--- config.mk ---
export PLATFORM = sky130hd
export DESIGN_NAME = pep9_fetch_unit
export DESIGN_NICKNAME = d
export VERILOG_FILES = /design/src/rtl/pep9_fetch_unit.sv
export SDC_FILE = /design/constraint.sdc
export NUM_CORES = 1
export LEC_CHECK = 0
export ABC_AREA = 1
export CORE_ASPECT_RATIO = 0.9
export CORE_MARGIN = 2
export CORE_UTILIZATION = 40
export DETAILED_ROUTE_END_ITERATION = 10
export PLACE_DENSITY = 0.72
export SYNTH_ARGS = -nofsm -noshare
export SYNTH_HDL_FRONTEND = slang
export SYNTH_SLANG_ARGS = --single-unit
--- constraint.sdc ---
create_clock -name Sysclk -period 2.9 [get_ports Sysclk]
set_input_delay 0.29 -clock Sysclk [delete_from_list [all_inputs] [get_ports Sysclk]]
set_output_delay 0.29 -clock Sysclk [all_outputs]
set_load 0.005 [all_outputs]
--- src/rtl/pep9_fetch_unit.sv ---
// Pep9 instruction fetch: byte-serial fetch of specifier + operand, valid/ready issue, PC redirect.
// Optional macro PEP9_FETCH_STOP_HALT_EN: an accepted STOP (8'h00) parks the unit in HALT.
module pep9_fetch_unit #(
  parameter logic [15:0] RESET_PC = 16'h0000
) (
  input  logic        Sysclk,
  input  logic        reset,
  output logic        mem_req,
  output logic [15:0] mem_addr,
  input  logic        mem_valid,
  input  logic [7:0]  mem_rdata,
  output logic [7:0]  InstructionSpecifier,
  output logic [15:0] OperandSpecifier,
  output logic        instr_valid,
  input  logic        instr_ready,
  input  logic        pc_load,
  input  logic [15:0] pc_load_value,
  output logic [15:0] pc,
  output logic        halted
);

  typedef enum logic [2:0] {
    SPEC  = 3'd0,
    OPHI  = 3'd1,
    OPLO  = 3'd2,
    ISSUE = 3'd3,
    HALT  = 3'd4
  } state_t;

  state_t      state_reg;
  logic [15:0] pc_reg;
  logic [7:0]  spec_reg;
  logic [15:0] oprnd_reg;

  logic fetching;
  logic xfer;
  logic rdata_unary;
  logic accept;

  assign fetching    = (state_reg == SPEC) || (state_reg == OPHI) || (state_reg == OPLO);
  assign mem_req     = fetching && !reset;
  assign mem_addr    = pc_reg;
  assign xfer        = mem_req && mem_valid;
  assign rdata_unary = (mem_rdata <= 8'h11) || (mem_rdata == 8'h26) || (mem_rdata == 8'h27);
  assign accept      = (state_reg == ISSUE) && instr_ready;

  assign InstructionSpecifier = spec_reg;
  assign OperandSpecifier     = oprnd_reg;
  assign instr_valid          = (state_reg == ISSUE);
  assign pc                   = pc_reg;

`ifdef PEP9_FETCH_STOP_HALT_EN
  assign halted = (state_reg == HALT);
`else
  assign halted = 1'b0;
`endif

  always_ff @(posedge Sysclk) begin
    if (reset) begin
      state_reg <= SPEC;
      pc_reg    <= RESET_PC;
      spec_reg  <= 8'h00;
      oprnd_reg <= 16'h0000;
    end else if (pc_load && (state_reg != HALT)) begin
      // Redirect wins over any byte landing this cycle; the byte and its PC bump are dropped.
      pc_reg    <= pc_load_value;
      state_reg <= SPEC;
    end else begin
      case (state_reg)
        SPEC: begin
          if (xfer) begin
            spec_reg <= mem_rdata;
            pc_reg   <= pc_reg + 16'd1;
            if (rdata_unary) begin
              oprnd_reg <= 16'h0000;
              state_reg <= ISSUE;
            end else begin
              state_reg <= OPHI;
            end
          end
        end
        OPHI: begin
          if (xfer) begin
            oprnd_reg[15:8] <= mem_rdata;
            pc_reg          <= pc_reg + 16'd1;
            state_reg       <= OPLO;
          end
        end
        OPLO: begin
          if (xfer) begin
            oprnd_reg[7:0] <= mem_rdata;
            pc_reg         <= pc_reg + 16'd1;
            state_reg      <= ISSUE;
          end
        end
        ISSUE: begin
          if (accept) begin
`ifdef PEP9_FETCH_STOP_HALT_EN
            state_reg <= (spec_reg == 8'h00) ? HALT : SPEC;
`else
            state_reg <= SPEC;
`endif
          end
        end
        HALT: state_reg <= HALT;
        default: state_reg <= SPEC;
      endcase
    end
  end

endmodule

# After elaboration in Yosys (flattened, before gate mapping)
# Cells that the tools add are included.
[word_totals]
reg_bits = 43
latch_bits = 0
ram_bits = 0
mem_bits_ro = 0
input_bits = 29
output_inout_bits = 59
wordCells = 55
mem_count = 0
[op_classes]
add_sub_neg = 1
n_mul = 0
div_mod_pow = 0
order_cmp = 1
n_eq_ne = 12
shift = 0
mux = 14
n_bitwise = 1
reduce_logical = 21
[op_table]
columns = ["operator", "count"]
rows = [
  ["$mux 16", 5],
  ["$pmux 8 s2", 2],
  ["$add 16x1->16 const B", 1],
  ["$eq 8x6->1 const B", 2],
  ["$pmux 3 s5", 1],
  ["$mux 3", 4],
  ["$reduce_and 5->1", 2],
  ["$le 8x5->1 const B", 1],
  ["$mux 8", 1],
  ["$ne 2x2->1 const B", 4],
  ["$reduce_bool 2->1", 4],
  ["$eq 3x2->1 const B", 2],
  ["$logic_and 1x1->1", 4],
  ["$logic_or 1x1->1", 4],
  ["$reduce_and 4->1", 1],
  ["$eq 3x1->1 const B", 1],
  ["$eq 3x3->1 const B", 1],
  ["$logic_not 3->1", 1],
  ["$ne 3x3->1 const B", 1],
  ["$reduce_and 3->1", 1],
  ["$reduce_or 3->1", 1],
  ["$mux 2", 1],
  ["$ne 2x1->1 const B", 1],
  ["$reduce_and 2->1", 1],
  ["other kinds (3)", 3],
]

# Longest topological paths before layout
[logic_depth]
word_depth = 8
mapped_depth = 9
depth_no_buf = 9

# Least setup slack after synthesis
# No wires, ideal clock.
[synth_path]
path_type = "input-to-reg"
from = "in reset"
to = "reg oprnd_reg[10], in the netlist OperandSpecifier[10]"
setup_time_ns = 0.128
arrival_ns = 1.271
setup_slack_ns = 1.501
path_stages = 9
cell_sequence = "clkbuf_1 inv_1 a21oi_2 nor2_4 nand3_2 buf_2 nand2_1 nand2_1 nor2_1"
[synth_via]
elab_chain_len = 5
word_cells_on_any_way = 6
[synth_lines]
columns = ["item", "line", "source"]
rows = [
  ["start, declared", "7", "input logic reset,"],
  ["$logic_not 1->1", "41", "assign mem_req = fetching && !reset;"],
  ["$logic_and 1x1->1", "41", ""],
  ["$logic_and 1x1->1", "43", "assign xfer = mem_req && mem_valid;"],
  ["$ne 2x2->1 (no line)", "-", ""],
  ["$reduce_and 5->1 (no line)", "-", ""],
  ["end signal, assigned", "84", "oprnd_reg[15:8] <= mem_rdata;"],
  ["end, declared", "33", "logic [15:0] oprnd_reg;"],
]
# Several ways; a longest one is shown, not always the timed one.
# A chain may end at the register's enable or synchronous reset.

# Final worst setup path
[layout_path]
from = "in mem_rdata[2]"
to = "reg oprnd_reg[11], in the netlist OperandSpecifier[11]"
[layout_via]
elab_chain_len = 5
word_cells_on_any_way = 7
[layout_lines]
columns = ["item", "line", "source"]
rows = [
  ["start, declared", "11", "input logic [7:0] mem_rdata,"],
  ["$le 8x5->1 or $eq 8x6->1 (tied branches)", "44", "assign rdata_unary = (mem_rdata <= 8'h11) || (mem_rdata == 8'h26) || (mem_rdata == 8'h27);"],
  ["$logic_or 1x1->1", "44", ""],
  ["$logic_or 1x1->1 *", "44", ""],
  ["$ne 2x2->1 (no line) *", "-", ""],
  ["$reduce_and 5->1 (no line) *", "-", ""],
]
# Mark *: on every way between the ends. The rest lies on a longest branch, timed or not.

==> results.yml <==
power:
  p_leak_nw: 1.45
  peakVddDrop_uv: 207
  power_density_nw_per_um2: 379
final_layout:
  seq_area_um2: 861
  drive_above_1_share_pct: 5.44
  finalNetCount: 509
  num_antenna_cells: 0
  fill_cells: 651
  multiInputGateArea_um2: 1350
  syn_to_final_growth_pct: 32.8
  fin_cells: 565
timing:
  setup_tns_ns: 0
  clock_skew_ns: 0.0106
  max_slew_margin_pct: 57.0
  hold_violations: 0
  drv_slew: 0
  fmax_ghz: 0.490
  layout_min_cycle_time_ns: 2.04
  fin_ws_ns: 0.860
  worstMarginPinSlew_ns: 0.643
  grt_setup_unrepaired: "false"
  fin_crit_sh_pct: 70.3
  setup_violations: 0
critical_path:
  start_kind: "primary input"
  critical_path.max_fanout: 15
  crit_type: "primary input to flop"
  cp.required_ns: 3.07
  arrival_ns: 2.21
  end_kind: "flop"
yosys:
  synthArstFlopShare_pct: 0
  syn_nets: 444
  ys.flop_type: "dfxtp_1"
  synth_top_area_share_pct: 33.0
  yosysMostFrequentCell: "nand2_1"
  yosys_warnings: 0
  netlist.top_cell.by_area: "dfxtp_1"
  syn_avg_cell_area_um2: 6.30
  syn_inst: 414
  synth-seq-cells: 43
  synthesis.area_um2: 2610
  ys_types: 34
  synth_common_cells: "nand2_1, nor2_1, inv_1"
  ys_seq_area_share_pct: 33.0
  synth_area_leaders: "dfxtp_1, nand2_1, nor2_1"
  synth_edf_count: 0
floorplan:
  dieArea_um2: 7180
  die_h_um: 80.6
  core_um2: 6220
  pin_count: 88
  placementRows: 27
  initial_core_util_pct: 42.0
  die_w_um: 89.1
cts:
  cts_buffer_depth: 2
  hold_buffers: 0
  clk_pin_slew_ns: 0.07
  cts_sinks: 43
  insertion_delay_ns: 0.29
  postCtsSetupBuffers: 0
  htreeDepth: 2
  cts_buffers: 5
  cts_tree: "yes"
  post_cts_resized: 0
  clockRootBuffer: "clkbuf_8"
grt:
  grt_pass1_vias: 2305
  grt_start_max_net_pins: 24
  track_usage_pct: 19.2
  grt_overflow: 0
  antenna_found_initial: 0
  grt_pass1_wl_um: 10800
route:
  vias: 2676
  wl_per_cell_um: 11.9
  drtAntennaViolNets: 0
  totalWireLength_um: 6720
  drt-pass1-iter-count: 5
  drtIter0Drc: 117
  vias_per_cell: 4.74
  drc: 0
placement:
  place_ws_ns: 0.580
  dp_hpwl_um: 5010
  place_inst: 559
  globalplace.congestion: 0.857
  port_buffers: 86
flow_run:
  cap_violations: 0
hold_path:
  min_path_type: "flop to flop"
outcome:
  status: "finished clean"
worst paths after layout:
kind / start / endpoint / slack, ns / cells after the start
worst max-delay path: mem_rdata[2] / OperandSpecifier[11]$_SDFFE_PP0P_ / 0.86 / 8
worst min-delay path: InstructionSpecifier[5]$_SDFFE_PP0P_ / InstructionSpecifier[5]$_SDFFE_PP0P_ / 0.49 / 2
worst min register to register: InstructionSpecifier[5]$_SDFFE_PP0P_ / InstructionSpecifier[5]$_SDFFE_PP0P_ / 0.49 / 2
worst max register to register: state_reg[0]$_SDFFE_PP0P_ / InstructionSpecifier[4]$_SDFFE_PP0P_ / 0.87 / 8
where the power goes:
group,leakage [nW],switching [mW],internal (mW)
sequential,0.351,0.0349,0.621
clock,0.0371,0.188,0.161
combinational,1.06,0.149,0.159
logic make-up after synthesis:
kind of cell,after synthesis,share of synthesized area [%]
AND/OR/NAND/NOR,240,40.1
buffers and inverters,81,15.2
flip-flops,43,33.0
AO/OA/AOI/OAI,41,8.78
XOR/XNOR,7,2.35
adder cells (fa/ha/maj),1,0.480
other,1,0.144
final cells by class:
type | count | area share [%]
Inverter | 51 | 5.56
Clock buffer | 6 | 2.10
Timing Repair Buffer | 88 | 25.3
Multi-Input combinational cell | 290 | 39.1
Tap cell | 87 | 3.14
Sequential cell | 43 | 24.9
critical path: stages:
cell	delay, ns
clkdlybuf4s50_1	0.60
nand2_1	0.08
nand2_1	0.06
nand2_1	0.06
o21ai_2	0.50
nand3_2	0.37
nor2_1	0.19
nor2_1	0.07
layer usage:
layer	vias to the layer above	global-route usage, %	routed length, um
met2	92	28.7	3010
li1	1397	-	-
met1	1185	28.1	3290
met3	2	4.01	377
met4	0	4.18	47
met5	-	0	0
cells in the final DEF, fill, tap and decap left out, types with 4 or more instances in the layout:
master,n
nand2_1,124
clkdlybuf4s50_1,86
nor2_1,68
inv_1,46
dfxtp_1,43
nand3_1,19
a21oi_1,15
o21ai_0,15
nand4_1,14
xnor2_1,5
clkbuf_8,5
inv_2,4
stage by stage:
step           hold WS, ns  power (mW)  instance area [um2]  utilization [%]
2_1_floorplan        0.455       0.838                 2610                -
3_3_place_gp         0.475       0.973                 3390             54.5
3_5_place_dp         0.485       0.976                 3390             54.5
4_1_cts              0.501        1.33                 3460             55.7
5_1_grt              0.518        1.39                 3460             55.7
6_report             0.489        1.31                 3460             55.7
No activity file was read; power rests on OpenSTA's default activity.
